`config.mk`:
```
export PLATFORM = sky130hd
export DESIGN_NAME = vend_dispense_ctrl
export DESIGN_NICKNAME = d
export VERILOG_FILES = /design/src/rtl/vend_dispense_ctrl.sv
export SDC_FILE = /design/constraint.sdc
export NUM_CORES = 1
export LEC_CHECK = 0
export CAP_MARGIN = 5
export CORE_MARGIN = 3
export CORE_UTILIZATION = 55
export CTS_CLUSTER_DIAMETER = 30
export CTS_CLUSTER_SIZE = 24
export DETAILED_ROUTE_END_ITERATION = 7
export GPL_TIMING_DRIVEN = 1
export PLACE_DENSITY = 0.81
export SLEW_MARGIN = 20
export SYNTH_ARGS = -nofsm -noshare
export SYNTH_HDL_FRONTEND = slang
export SYNTH_SLANG_ARGS = --single-unit
```
`constraint.sdc`:
```
create_clock -name clk -period 4.4 [get_ports clk]
set_clock_uncertainty 0.1 [all_clocks]
set_input_delay 1.1 -clock clk [delete_from_list [all_inputs] [get_ports clk]]
set_output_delay 1.1 -clock clk [all_outputs]
set_load 0.01 [all_outputs]
```
`src/rtl/vend_dispense_ctrl.sv`:
```
// ---------------------------------------------------------------------------
// vend_dispense_ctrl
//   Sequences one vend after the coin FSM issues candy_in: the candy first,
//   then the nickel of change (if owed), then up to two dimes. Each request
//   is a req/ack handshake with a one-cycle all-low gap between handshakes.
//   A request that goes unacknowledged for ACK_TIMEOUT cycles parks the
//   controller in a sticky FAULT state that only reset leaves.
//
// Parameters
//   ACK_TIMEOUT  cycles a request may stay high without its ack (1..255)
//
// Ports
//   clk         in   sole clock, rising edge
//   reset       in   synchronous, active-low reset
//   candy_in    in   one-cycle vend command
//   nickel_in   in   one nickel of change owed (valid with candy_in)
//   dime_in     in   thermometer dime count 00/01/11 (valid with candy_in)
//   candy_ack   in   candy dispenser done
//   coin_ack    in   coin hopper done
//   candy_req   out  candy dispenser request
//   coin_req    out  coin hopper request
//   coin_sel    out  hopper select, 0 nickel / 1 dime (valid with coin_req)
//   thanks_out  out  one-cycle pulse returning the coin FSM to idle
//   busy        out  high in every state except IDLE and FAULT
//   fault       out  sticky ack-timeout indication
// ---------------------------------------------------------------------------
module vend_dispense_ctrl #(
  parameter int ACK_TIMEOUT = 255
) (
  input  logic       clk,
  input  logic       reset,
  input  logic       candy_in,
  input  logic       nickel_in,
  input  logic [1:0] dime_in,
  input  logic       candy_ack,
  input  logic       coin_ack,
  output logic       candy_req,
  output logic       coin_req,
  output logic       coin_sel,
  output logic       thanks_out,
  output logic       busy,
  output logic       fault
);

  typedef enum logic [2:0] {
    IDLE   = 3'd0,
    CANDY  = 3'd1,
    GAP    = 3'd2,
    NICKEL = 3'd3,
    DIME   = 3'd4,
    THANKS = 3'd5,
    FAULT  = 3'd6
  } state_t;

  // The wait that ends with the timer at this value is the last one allowed;
  // an ack in that same cycle still counts as normal progress.
  localparam logic [7:0] TIMEOUT_LAST = 8'(ACK_TIMEOUT - 1);
  localparam logic [7:0] TIMEOUT_FULL = 8'(ACK_TIMEOUT);

  state_t     state_reg;
  logic [7:0] timer_reg;
  logic       nick_cnt_reg;
  logic [1:0] dime_cnt_reg;

  // Only the ack that matches the currently raised request is honoured.
  logic cur_ack;
  always_comb begin
    cur_ack = 1'b0;
    if (state_reg == CANDY)
      cur_ack = candy_ack;
    else if (state_reg == NICKEL || state_reg == DIME)
      cur_ack = coin_ack;
  end

  always_ff @(posedge clk) begin
    if (!reset) begin
      state_reg    <= IDLE;
      timer_reg    <= 8'd0;
      nick_cnt_reg <= 1'b0;
      dime_cnt_reg <= 2'd0;
      candy_req    <= 1'b0;
      coin_req     <= 1'b0;
      coin_sel     <= 1'b0;
      thanks_out   <= 1'b0;
      busy         <= 1'b0;
      fault        <= 1'b0;
    end else begin
      thanks_out <= 1'b0;
      case (state_reg)
        IDLE: begin
          if (candy_in) begin
            nick_cnt_reg <= nickel_in;
            // Thermometer code summed bitwise so 10 also counts as one dime.
            dime_cnt_reg <= {1'b0, dime_in[0]} + {1'b0, dime_in[1]};
            timer_reg    <= 8'd0;
            candy_req    <= 1'b1;
            busy         <= 1'b1;
            state_reg    <= CANDY;
          end
        end

        CANDY, NICKEL, DIME: begin
          if (cur_ack) begin
            candy_req <= 1'b0;
            coin_req  <= 1'b0;
            coin_sel  <= 1'b0;
            state_reg <= GAP;
            if (state_reg == NICKEL)
              nick_cnt_reg <= 1'b0;
            if (state_reg == DIME && dime_cnt_reg != 2'd0)
              dime_cnt_reg <= dime_cnt_reg - 2'd1;
          end else if (timer_reg == TIMEOUT_LAST) begin
            timer_reg <= TIMEOUT_FULL;
            candy_req <= 1'b0;
            coin_req  <= 1'b0;
            coin_sel  <= 1'b0;
            busy      <= 1'b0;
            fault     <= 1'b1;
            state_reg <= FAULT;
          end else begin
            timer_reg <= timer_reg + 8'd1;
          end
        end

        GAP: begin
          if (nick_cnt_reg) begin
            timer_reg <= 8'd0;
            coin_req  <= 1'b1;
            coin_sel  <= 1'b0;
            state_reg <= NICKEL;
          end else if (dime_cnt_reg != 2'd0) begin
            timer_reg <= 8'd0;
            coin_req  <= 1'b1;
            coin_sel  <= 1'b1;
            state_reg <= DIME;
          end else begin
            thanks_out <= 1'b1;
            state_reg  <= THANKS;
          end
        end

        THANKS: begin
          busy      <= 1'b0;
          state_reg <= IDLE;
        end

        FAULT: begin
          // Sticky until reset.
          state_reg <= FAULT;
        end

        default: begin
          busy      <= 1'b0;
          state_reg <= IDLE;
        end
      endcase
    end
  end

endmodule
```
==> metrics.txt <==
met2 Resource Use GR a little under two fifths; global routing usage summed across all routing layers 22.86%; floorplan row count 16; net count after synthesis 157; detail-routed via count per cell 6.011; Critical Path End Type flop; Routed WL about 2700 um; vias in the first global route 1047; worst stage delay on the critical path 490 ps; routability cong. 0.8849; layout cell share with drive strength beyond 1 12.82%; post-synthesis sequential area ratio between 30% and 40%; share of synthesized area spent on multiplexers 2.929%; antenna-violating nets left 0; area of the placeable core 2002 um^2; met1 usage 29.43%; netlist area before placement 1196 um^2; maximum ir drop on the vdd rail a little over 0.3 mV; final net count 169; tightest slew margin relative to the limit between 60% and 70%; cell repeated most along the worst path o21a_1; Max Freq 383.4 MHz; clock tree from TritonCTS yes; Hold/Removal Path Class reg2reg; IO Port Bufs 13; drt wl/cell 14.88 um; largest fanout on the critical path 16; total of fill cells in the finished design 156; vertical die dimension 52.64 um; number of register bits inferred by synthesis 20; Post-CTS Hold Buffers 0; die span in x 52.64 um; met3 track demand over resource 5.128%; capture instance of the worst register-to-register path timer_reg[1]$_SDFFE_PN0P_; classification of the worst setup path in2reg; buffer and inverter count on the worst path 1; starting DRC count in detailed routing 41; synthesized area per cell 8.249 um^2; number of clock sinks 20; pwr/cell area approximately 480 nW/um^2; Worst EP required ~4500 ps; setup tns final 0 ps; timing startpoint of the critical path coin_ack; number of unique standard cell types used by synthesis 46; leak pwr about 0.50 nW; count of yosys warnings during synthesis 0; Period minus WS final 2608 ps; kind of start point of the critical path primary input; Post-Synth Simple-Gate Area between 20 and 30%; Cells on Worst Hold Path 2; clock-pin slew on the worst setup and hold paths 120 ps; Pins Over Slew Limit 0; Design Power roughly 670 uW; register-to-register path setup slack 2360 ps; number of antenna violations at the first check in global routing 0; share of synthesized cell area in full adder, half adder and majority cells 4.184%; fraction of synthesis flops using an asynchronous set or reset pin 0%; data arrival time at the worst-slack endpoint 2720 ps; number of hold-slack violations in the final timing report 0; clock root buffer clkbuf_4; number of standard cells after synthesis 145; XOR/XNOR share of the synthesized area 0%; total congestion overflow 0; status finished clean; DRC violation count after routing 0; number of cells traversed by the worst register-to-register path 5; RSZ-0062 raised after global routing no; number of placed I/O pins 14; kind of cell adding the most delay to the critical path compound AO/OA/AOI/OAI gates; CP max-delay cell clkdlybuf4s50_1; endpoints failing setup 0; full die area 2770 um^2; clock latency of the later-clocked register in the worst-skew pair approximately 300 ps; filler-free cell count of the finished design 183; DP Cell Count between 150 and 200; detailed placement HPWL around 1900 um; starting utilization of the core area 59.75%; relative area change from synthesis to final layout 15.17%; Critical Path Sink coin_req$_SDFFE_PN0P_; post-CTS sizing 0; count of inserted antenna diode cells 0; number of vias after detailed routing between 1000 and 1500; start of the worst register-to-register path state_reg[2]$_SDFFE_PN0P_; number of H-tree levels 1; worst path cell trace clkdlybuf4s50_1, mux2_4, o2bb2ai_4, nand2_2, o21a_1, o21a_1; count of buffers added by post-CTS timing repair for setup 0; number of synthesized flops with an enable pin 0; maximum number of pins on one net before global-route repair 17; dominant register cell in the synthesized netlist dfxtp_1; compound-gate portion of the synthesized area 25.31%; first-pass GRT wire length around 4700 um; Tightest Pin Transition around 560 ps; stages on the worst setup path 6; Max Cap Violations 0; main combinational cell family by area after synthesis simple AND/OR/NAND/NOR gates; grt peak-use layer met2; number of CTS-inserted buffers 3; part of the cycle the worst path needs 59.28%; max FFs per register 8; number of buffers between clock root and the deepest sink 2; DRT Pass-1 Iters 4
==> worst min-delay path by stage <==
stage	slack, ps	from	endpoint
after global routing	420	coin_sel$_SDFFE_PN0P_	coin_sel$_SDFFE_PN0P_
after detailed placement	350	coin_sel$_SDFFE_PN0P_	coin_sel$_SDFFE_PN0P_
after floorplan	370	dime_cnt_reg[1]$_SDFFE_PN0P_	dime_cnt_reg[1]$_SDFFE_PN0P_
after CTS	380	coin_sel$_SDFFE_PN0P_	coin_sel$_SDFFE_PN0P_
final	390	coin_sel$_SDFFE_PN0P_	coin_sel$_SDFFE_PN0P_
after global placement	350	fault$_SDFFE_PN0P_	fault$_SDFFE_PN0P_
==> layout by cell type, fill, tap and decap left out, drive strengths merged, types with 3 or more instances in the layout <==
cell type / Yosys / layout
dfxtp: 20 / 20
nand2: 18 / 18
nor2: 17 / 17
clkdlybuf4s50: 0 / 13
a21oi: 10 / 10
o21ai: 9 / 9
nand3: 8 / 8
inv: 8 / 8
a31oi: 6 / 6
nor2b: 4 / 4
ha: 4 / 4
nor3: 4 / 4
nand2b: 3 / 3
o21a: 3 / 3
clkbuf: 3 / 3
==> worst register-to-register path, delay by kind of cell, from the launching register on <==
family           cells  cell delay, ps
AND/OR/NAND/NOR      2             260
AO/OA/AOI/OAI        3             940
flip-flops           1             620
==> cell usage after synthesis (all sizes together), types with 2 or more instances <==
master / instances / area, um^2
nand3: 8 / 45.04
o221a: 2 / 22.52
a211oi: 2 / 15.01
nor2b: 4 / 25.02
nand2: 18 / 70.07
o21ai: 9 / 48.80
buf: 3 / 23.77
nand2b: 3 / 18.77
clkbuf: 3 / 11.26
mux2i: 2 / 20.02
ha: 4 / 50.05
o21a: 3 / 22.52
dfxtp: 20 / 400.4
a31oi: 6 / 37.54
a21oi: 10 / 50.05
nor3: 4 / 41.29
nor2: 17 / 63.81
and3: 2 / 12.51
a22oi: 2 / 20.02
inv: 8 / 30.03
==> metal layers <==
layer  up-vias  share of wire [%]
met2        33                 46
met1       517                 46
met5         -                  0
li1        542                  -
met3         8                5.8
met4         0                1.6
==> logic make-up after synthesis <==
group                      after synthesis
and+or+nand+nor                         63
AOI/OAI and AO/OA                       41
DFF                                     20
buffers and inverters                   14
adders and majority gates                4
muxes                                    3
==> report_power, final <==
| part | leakage, nW | internal, mW | switching (mW) |
|---|---|---|---|
| logic | 0.306 | 0.115 | 0.145 |
| clock network | 0.0279 | 0.0920 | 0.0588 |
| registers | 0.163 | 0.210 | 0.0458 |
==> through the flow <==
step | hold WS, ps | setup WS [ps] | utilization, % | area [um^2]
floorplan | 372.1 | 2203 | - | 1196
global placement | 353.3 | 1554 | 66.19 | 1325
detailed placement | 351.2 | 1492 | 66.19 | 1325
CTS | 377.8 | 1818 | 68.81 | 1378
global route | 418.3 | 1715 | 68.81 | 1378
finish | 386.5 | 1792 | 68.81 | 1378
==> cell type report <==
cell class                 count  area (um^2)  share of cell area (%)
inverter                       8        30.03                   2.180
tap                           27        33.78                   2.452
sequential                    20        400.4                   29.06
timing repair buffer          13        130.1                   9.446
clock buffer                   3        22.52                   1.635
clock inverter                 1        30.03                   2.180
multi-input combinational    111        730.7                   53.04
No activity file was read; power rests on OpenSTA's default activity.
